`config.mk`:
```
export PLATFORM = sky130hd
export DESIGN_NAME = prefetch_request_queue
export DESIGN_NICKNAME = d
export VERILOG_FILES = /design/src/rtl/prefetch_pkg.sv /design/src/rtl/pq_match_cam.sv /design/src/rtl/prefetch_request_queue.sv
export SDC_FILE = /design/constraint.sdc
export NUM_CORES = 1
export LEC_CHECK = 0
export BUFFER_PORTS_ARGS = -buffer_cell sky130_fd_sc_hd__buf_2
export CAP_MARGIN = 20
export CORE_ASPECT_RATIO = 1.2
export CORE_MARGIN = 2
export CORE_UTILIZATION = 30
export DETAILED_ROUTE_END_ITERATION = 8
export MAX_ROUTING_LAYER = met4
export SKIP_CTS_REPAIR_TIMING = 1
export SYNTH_ARGS = -nofsm -noshare
export SYNTH_HDL_FRONTEND = slang
export SYNTH_HIERARCHICAL = 1
export SYNTH_SLANG_ARGS = --single-unit
```
`constraint.sdc`:
```
create_clock -name clock -period 18.47 [get_ports clock]
set_input_delay 1.847 -clock clock [delete_from_list [all_inputs] [get_ports clock]]
set_output_delay 1.847 -clock clock [all_outputs]
set_load 0.02 [all_outputs]
```
`src/rtl/prefetch_pkg.sv`:
```
// rtl/prefetch_pkg.sv - shared types and helpers for the prefetch request queue
package prefetch_pkg;

   typedef logic [31:0] addr_t;

   typedef enum logic [1:0] {IDLE, ISSUE, FLUSH} pq_state_t;

   function automatic int unsigned grid_cells(input int unsigned x_size,
                                              input int unsigned y_size,
                                              input int unsigned z_size);
      return x_size * y_size * z_size;
   endfunction

   function automatic logic [15:0] sat_inc(input logic [15:0] value);
      return (value == 16'hFFFF) ? value : value + 16'd1;
   endfunction

endpackage

```
`src/rtl/pq_match_cam.sv`:
```
// rtl/pq_match_cam.sv - combinational match of a candidate against valid queue/history entries
module pq_match_cam
   import prefetch_pkg::*;
#(
   parameter int N = 12
) (
   input  addr_t             cand,
   input  logic [N-1:0][31:0] entries,
   input  logic [N-1:0]      valid,
   output logic              hit
);

   always_comb begin
      hit = 1'b0;
      for (int i = 0; i < N; i++) begin
         if (valid[i] && (entries[i] == cand)) hit = 1'b1;
      end
   end

endmodule

```
`src/rtl/prefetch_request_queue.sv`:
```
// rtl/prefetch_request_queue.sv - filtered FIFO between the neighbour prefetcher and memory
module prefetch_request_queue
   import prefetch_pkg::*;
#(
   parameter int X_SIZE = 3,
   parameter int Y_SIZE = 3,
   parameter int Z_SIZE = 3,
   parameter int DEPTH  = 8,
   parameter int HIST   = 4
) (
   input  logic                     clock,
   input  logic                     reset,
   input  logic [31:0]              pf_addr_i,
   input  logic                     pf_valid_i,
   input  logic                     flush_i,
   output logic [31:0]              mem_addr_o,
   output logic                     mem_valid_o,
   input  logic                     mem_ready_i,
   output logic [$clog2(DEPTH):0]   count_o,
   output logic [15:0]              drop_dup_o,
   output logic [15:0]              drop_full_o,
   output logic [15:0]              drop_oob_o
);

   localparam int    PTR_W = $clog2(DEPTH);
   localparam int    N_CAM = DEPTH + HIST;
   localparam addr_t CELLS = addr_t'(grid_cells(X_SIZE, Y_SIZE, Z_SIZE));

   pq_state_t          state;
   addr_t              fifo_mem [DEPTH];
   addr_t              hist_mem [HIST];
   logic [HIST-1:0]    hist_vld;
   logic [PTR_W-1:0]   rd_ptr;
   logic [PTR_W-1:0]   wr_ptr;
   logic [PTR_W:0]     count;
   logic [PTR_W:0]     count_next;

   logic [N_CAM-1:0][31:0] cam_entries;
   logic [N_CAM-1:0]       cam_valid;
   logic                   dup;
   logic                   strobe;
   logic                   oob;
   logic                   full;
   logic                   pop;
   logic                   push;

   assign mem_valid_o = (state == ISSUE);
   assign mem_addr_o  = fifo_mem[rd_ptr];
   assign count_o     = count;

   // FIFO slot i is live when its distance from the read pointer is below the occupancy
   always_comb begin
      logic [PTR_W-1:0] offset;
      offset = '0;
      for (int i = 0; i < DEPTH; i++) begin
         offset         = PTR_W'(i) - rd_ptr;
         cam_entries[i] = fifo_mem[i];
         cam_valid[i]   = ({1'b0, offset} < count);
      end
      for (int j = 0; j < HIST; j++) begin
         cam_entries[DEPTH+j] = hist_mem[j];
         cam_valid[DEPTH+j]   = hist_vld[j];
      end
   end

   pq_match_cam #(.N(N_CAM)) u_match_cam (
      .cand    (pf_addr_i),
      .entries (cam_entries),
      .valid   (cam_valid),
      .hit     (dup)
   );

   assign strobe = pf_valid_i && !flush_i && (state != FLUSH);
   assign oob    = (pf_addr_i >= CELLS);
   assign full   = (count == (PTR_W+1)'(DEPTH));
   assign pop    = mem_valid_o && mem_ready_i && !flush_i;
   assign push   = strobe && !oob && !dup && (!full || pop);

   always_comb begin
      count_next = count;
      if (push && !pop)      count_next = count + (PTR_W+1)'(1);
      else if (pop && !push) count_next = count - (PTR_W+1)'(1);
   end

   always_ff @(posedge clock or posedge reset) begin
      if (reset) begin
         state       <= IDLE;
         rd_ptr      <= '0;
         wr_ptr      <= '0;
         count       <= '0;
         hist_vld    <= '0;
         drop_dup_o  <= '0;
         drop_full_o <= '0;
         drop_oob_o  <= '0;
         for (int i = 0; i < DEPTH; i++) fifo_mem[i] <= '0;
         for (int j = 0; j < HIST; j++)  hist_mem[j] <= '0;
      end else begin
         // exactly one counter per dropped strobe, in priority order
         if (strobe && oob)
            drop_oob_o <= sat_inc(drop_oob_o);
         else if (strobe && dup)
            drop_dup_o <= sat_inc(drop_dup_o);
         else if (strobe && full && !pop)
            drop_full_o <= sat_inc(drop_full_o);

         if (flush_i) begin
            rd_ptr   <= '0;
            wr_ptr   <= '0;
            count    <= '0;
            hist_vld <= '0;
            state    <= FLUSH;
         end else begin
            if (push) begin
               fifo_mem[wr_ptr] <= pf_addr_i;
               wr_ptr           <= wr_ptr + PTR_W'(1);
            end
            if (pop) begin
               rd_ptr      <= rd_ptr + PTR_W'(1);
               hist_mem[0] <= mem_addr_o;
               hist_vld[0] <= 1'b1;
               for (int j = 1; j < HIST; j++) begin
                  hist_mem[j] <= hist_mem[j-1];
                  hist_vld[j] <= hist_vld[j-1];
               end
            end
            count <= count_next;
            case (state)
               IDLE:    if (push) state <= ISSUE;
               ISSUE:   if (count_next == '0) state <= IDLE;
               FLUSH:   state <= IDLE;
               default: state <= IDLE;
            endcase
         end
      end
   end

endmodule

```
After elaboration in Yosys (flattened, before gate mapping)
Cells that the tools add are included.
- flip-flop bits (word level): 448
- bits in latches: 0
- RAM bits: 0
- ROM bits: 0
- output and inout port bits: 85
- word-level logic and storage cells: 149
- memories: 0
- $add $sub $neg: 15
- multipliers: 0
- divide/modulo/power cells: 0
- $lt $le $gt $ge: 12
- eq/ne operators: 20
- shift-type cells: 0
- muxes and demuxes: 31
- bitwise gates (word level): 8
- reduce and logical (&&, ||, !) cells: 43
- operator list (cell ; count):
    $eq 32x32->1 ; 12
    $bwmux 256 ; 1
    $bmux 32 s3 ; 1
    $demux 32 s3 ; 1
    $mux 32 ; 3
    $add 16x1->16 const B ; 3
    $eq 16x16->1 const B ; 3
    $ge 32x5->1 const B ; 1
    $lt 3x4->1 ; 8
    $logic_and 1x1->1 ; 26
    $mux 4 ; 5
    $mux 1 ; 12
    $mux 3 ; 4
    $sub 3x3->3 const A ; 4
    $ge 4x4->1 const B ; 2
    $not 3->4 ; 2
    $reduce_and 2->1 ; 4
    $add 3x1->3 const B ; 2
    $logic_not 1->1 ; 6
    $mux 2 ; 3
    $not 1->1 ; 6
    $sub 1x3->3 const A ; 2
    $sub 2x3->3 const A ; 2
    $add 4x1->4 const B ; 1
    other kinds (14) ; 15

Depth between registers and ports, before layout
- depth in word-level cells: 26
- depth in mapped cells: 21
- mapped depth without buffers: 18

By module
Netlist, hierarchy kept.
- modules (own cells, without submodules) (module ; times used ; cells an instance ; area each (sq um) ; sequential area each (sq um)):
    prefetch_request_queue ; 1 ; 1585 ; 18495.2 ; 11210.8
    pq_match_cam ; 1 ; 568 ; 4504.3 ; 0.0

Worst setup path after synthesis
Ideal clock, no wire load.
- kind: input-to-reg
- start: input pf_addr_i[26]
- end: register fifo_mem (netlist bit cam_entries[64])
- library setup time: 127 ps
- arrival: 4446 ps
- setup slack: 13897 ps
- cell stages on the path: 14
- buffers on the path: 3
- path through: buf_4 xor2_1 nor4_1 nand4_1 nor3_1 nor4_1 nand4_1 inv_1 o2111ai_1 or4_4 buf_6 nor4b_4 buf_4 mux2_1
- word-level cells in the longest chain between the ends: 18
- elaborated cells between the ends (all ways): 43
- RTL lines (element ; RTL line ; text):
    start, declared ; prefetch_request_queue.sv:13 ; input logic [31:0] pf_addr_i,
    $eq 32x32->1 ; pq_match_cam.sv:16 ; if (valid[i] && (entries[i] == cand)) hit = 1'b1;
    $logic_and 1x1->1 ; pq_match_cam.sv:16 ;
    $mux 1 (11 in series) ; pq_match_cam.sv:16 ;
    $mux 1 (*) ; pq_match_cam.sv:16 ;
    net dup ; prefetch_request_queue.sv:40 ; logic dup;
    $logic_not 1->1 (*) ; prefetch_request_queue.sv:77 ; assign push = strobe && !oob && !dup && (!full || pop);
    $logic_and 1x1->1 (*) (2 in series) ; prefetch_request_queue.sv:77 ;
    $reduce_and 2->1 (no source line) (*) ; - ;
    end signal, assigned by index ; prefetch_request_queue.sv:114 ; fifo_mem[wr_ptr] <= pf_addr_i;
    end, declared ; prefetch_request_queue.sv:30 ; addr_t fifo_mem [DEPTH];
The timed path passes the listed nets; every way through them passes the cells marked *.
A chain may end at the register's enable or synchronous reset.

Worst setup path in the final report
- start: register rd_ptr[0]
- end: register fifo_mem (netlist bit cam_entries[33])
- elaborated cells between the ends (all ways): 40
- RTL lines (element ; RTL line ; text):
    start, declared ; prefetch_request_queue.sv:33 ; logic [PTR_W-1:0] rd_ptr;
    start signal, assigned ; prefetch_request_queue.sv:118 ; rd_ptr <= rd_ptr + PTR_W'(1);
    $sub 3x3->3 ; prefetch_request_queue.sv:56 ; offset = PTR_W'(i) - rd_ptr;
    $lt 3x4->1 ; prefetch_request_queue.sv:58 ; cam_valid[i] = ({1'b0, offset} < count);
    net cam_valid[6] ; prefetch_request_queue.sv:39 ; logic [N_CAM-1:0] cam_valid;
    $logic_and 1x1->1 ; pq_match_cam.sv:16 ;
    $mux 1 (6 in series) ; pq_match_cam.sv:16 ;
    net dup ; prefetch_request_queue.sv:40 ;
    $logic_not 1->1 ; prefetch_request_queue.sv:77 ;
    $logic_and 1x1->1 (2 in series) ; prefetch_request_queue.sv:77 ;
    $reduce_and 2->1 (no source line) ; - ;
The timed path passes the listed nets, and every way through them passes these cells.

==> flow_metrics.env <==
export IMPL_status="finished, final reports clean"
export IMPL_io_pins=122
export IMPL_cts_tree="yes"
export IMPL_grt_max_degree=167
export IMPL_fin_ws_ns=12.86
export IMPL_routed_via_count=16600
export IMPL_holdWs_ns=0.489
export IMPL_gp_congestion=0.947
export IMPL_synth_ff_type="dfrtp_1"
export IMPL_initial_core_util=0.302
export IMPL_irDropWorstVdd_v=0.0000737
export IMPL_grt_util_met1=0.241
export IMPL_setup_viol=0
export IMPL_synth_edff_count=0
export IMPL_hold_viol_final=0
export IMPL_grt_antenna_before_repair=3
export IMPL_top_usage_layer="met2"
export IMPL_num_rows=111
export IMPL_yosysWarnings=6
export IMPL_ant_nets=0
export IMPL_drtIter0Drc=1739
export IMPL_dp_hpwl_um=56700
export IMPL_synth_seq_cells=448
export IMPL_end_kind="flop"
export IMPL_worstMarginPinSlew_ns=1.22
export IMPL_area_growth_pct=13.8
export IMPL_die_h_um=307
export IMPL_avgViaCountPerCell=5.05
export IMPL_nets=2283
export IMPL_finalClockSkew_ns=0.0472
export IMPL_fin_crit_sh=0.304
export IMPL_cap_violations=0
export IMPL_num_fill_cells=7820
export IMPL_cts_root_buf="clkbuf_16"
export IMPL_synthCells=2153
export IMPL_grt_use_met2=0.336
export IMPL_cp_start_kind="flop"
export IMPL_wl_per_cell_um=24.4
export IMPL_cts_htree_levels=2
export IMPL_yosysSeqAreaShare=0.487
export IMPL_die_width_um=257
export IMPL_grt_usage=0.207
export IMPL_grt_pass1_vias=17000
export IMPL_dp_worst_setup_slack_ns=12.32
export IMPL_numClockSinks=448
export IMPL_slew_viol_final=0
export IMPL_powerDensity_mw_per_mm2=82.3
export IMPL_syn_nets=2210
export IMPL_gr_total_overflow=0
export IMPL_rsz0062_at_grt="false"
export IMPL_fin_crit_ns=5.61
export IMPL_synthesis_area_mm2=0.0230
export IMPL_hp_class="flop to flop"
export IMPL_max_slew_margin=0.179
export IMPL_max_freq_ghz=0.178
export IMPL_synthArstFlopShare=1.00
export IMPL_worstPathRequired_ns=18.96
export IMPL_cts_buffers=48
export IMPL_setup_tns_ns=0
export IMPL_clk_latency_ns=0.64
export IMPL_leakagePower_nw=13.0
export IMPL_crit_fanout=34
export IMPL_dieArea_mm2=0.0789
export IMPL_crit_type="flop to flop"
export IMPL_cts_max_path_buffers=3
export IMPL_core_area_mm2=0.0761
export IMPL_drc=0
export IMPL_wl_um=80000
export IMPL_avgSynthCellArea_um2=10.7
export IMPL_portBuffers=121
export IMPL_synth_distinct_cells=52
export IMPL_cts_clk_slew_worst_paths_ns=0.06
export IMPL_first_pass_iters=6
export IMPL_drive_above_1_share=0.152
export IMPL_worstPathArrival_ns=6.10
export IMPL_grt_util_met3=0.0247
export IMPL_grt_pass1_wl_um=117000
==> cell type report <==
class / count / area, µm² / share of cell area
Clock buffer: 71 / 1430 / 0.0546
Antenna cell: 2 / 5.00 / 0.000191
Timing Repair Buffer: 141 / 808 / 0.0309
Multi-Input combinational cell: 1564 / 11100 / 0.424
Inverter: 23 / 93.8 / 0.00359
Sequential cell: 448 / 11200 / 0.429
Clock inverter: 18 / 239 / 0.00913
Tap cell: 1017 / 1270 / 0.0486
==> Yosys cell counts, types with 39 or more instances <==
library cell,n,share of area
and2_1,112,0.030
clkbuf_1,64,0.010
dfrtp_1,448,0.49
mux2_2,39,0.019
mux4_2,64,0.063
nand2_1,417,0.068
nand3_1,40,0.0087
nand4_1,45,0.012
nor2_1,54,0.0088
nor2b_1,112,0.030
nor4_1,85,0.023
xnor2_1,97,0.037
xor2_1,329,0.13
==> critical path, stage by stage (launching register included) <==
cell and delay [ns]:
dfrtp_4 0.85, inv_1 0.25, ha_1 0.37, inv_1 0.05, ha_1 0.27, a21o_1 0.12
a21oi_1 0.08, or2_2 0.30, nand3_1 0.13, nor3_1 0.09, nor4_1 0.34, nand4_1 0.34
inv_1 0.17, o2111ai_1 0.17, nor4_2 0.64, nand3_2 0.73, mux2_2 0.53
==> kinds of logic after synthesis <==
kind of cell	share of synthesized area
adders and majority gates	0.0109
muxes	0.0837
buffers and inverters	0.0301
and+or+nand+nor	0.205
AOI/OAI and AO/OA	0.0200
DFF	0.487
xor gates and xnor gates	0.163
==> state kept, by name, indices dropped and copies added, names as in the netlist <==
register     cells
cam_entries    384
drop_dup_o      16
drop_full_o     16
drop_oob_o      16
count_o          4
hist_vld         4
rd_ptr           3
wr_ptr           3
state            2
==> metal layers <==
metal	routed length (µm)	up-vias	part of all wire
li1	-	7338	-
met1	31500	8465	0.39
met2	38800	572	0.49
met3	3510	202	0.044
met4	6150	0	0.077
met5	0	-	0
==> through the flow <==
step | cell area (µm²) | power, W | util | std cells
finish | 26200 | 0.00215 | 0.344 | 3284
global route | 26200 | 0.00222 | 0.344 | 3284
CTS | 26100 | 0.00217 | 0.343 | 3280
detailed placement | 24400 | 0.00114 | 0.321 | 3191
global placement | 24400 | 0.00114 | 0.321 | 3191
floorplan | 23000 | 0.00109 | - | 2153
==> layout by cell type, fill, tap and decap left out, types with 49 or more instances in the layout <==
cell / n
dfrtp_1: 446
nand2_1: 417
xor2_1: 329
buf_2: 121
nor2b_1: 112
and2_1: 112
xnor2_1: 97
nor4_1: 85
mux4_2: 64
nor2_1: 54
clkbuf_16: 49
==> report_power, final <==
group	switching, W	internal [W]	leakage [nW]	total (W)
clock	0.000438	0.000595	0.817	0.00103
sequential	0.00000727	0.000986	6.23	0.000993
combinational	0.0000955	0.0000333	5.94	0.000129
==> final timing paths <==
check | start | to | slack [ns] | cells past startpoint
worst max-delay path | rd_ptr[0] | cam_entries[33] | 12.86 | 16
worst min-delay path | cam_entries[373] | cam_entries[373] | 0.49 | 2
worst max register to register | rd_ptr[0] | cam_entries[33] | 12.86 | 16
worst min register to register | cam_entries[373] | cam_entries[373] | 0.49 | 2
max in group asynchronous | reset | cam_entries[27] | 14.90 | 5
min in group asynchronous | reset | drop_dup_o[9] | 1.40 | 2
Note: power is estimated with default switching activity, not from simulation.
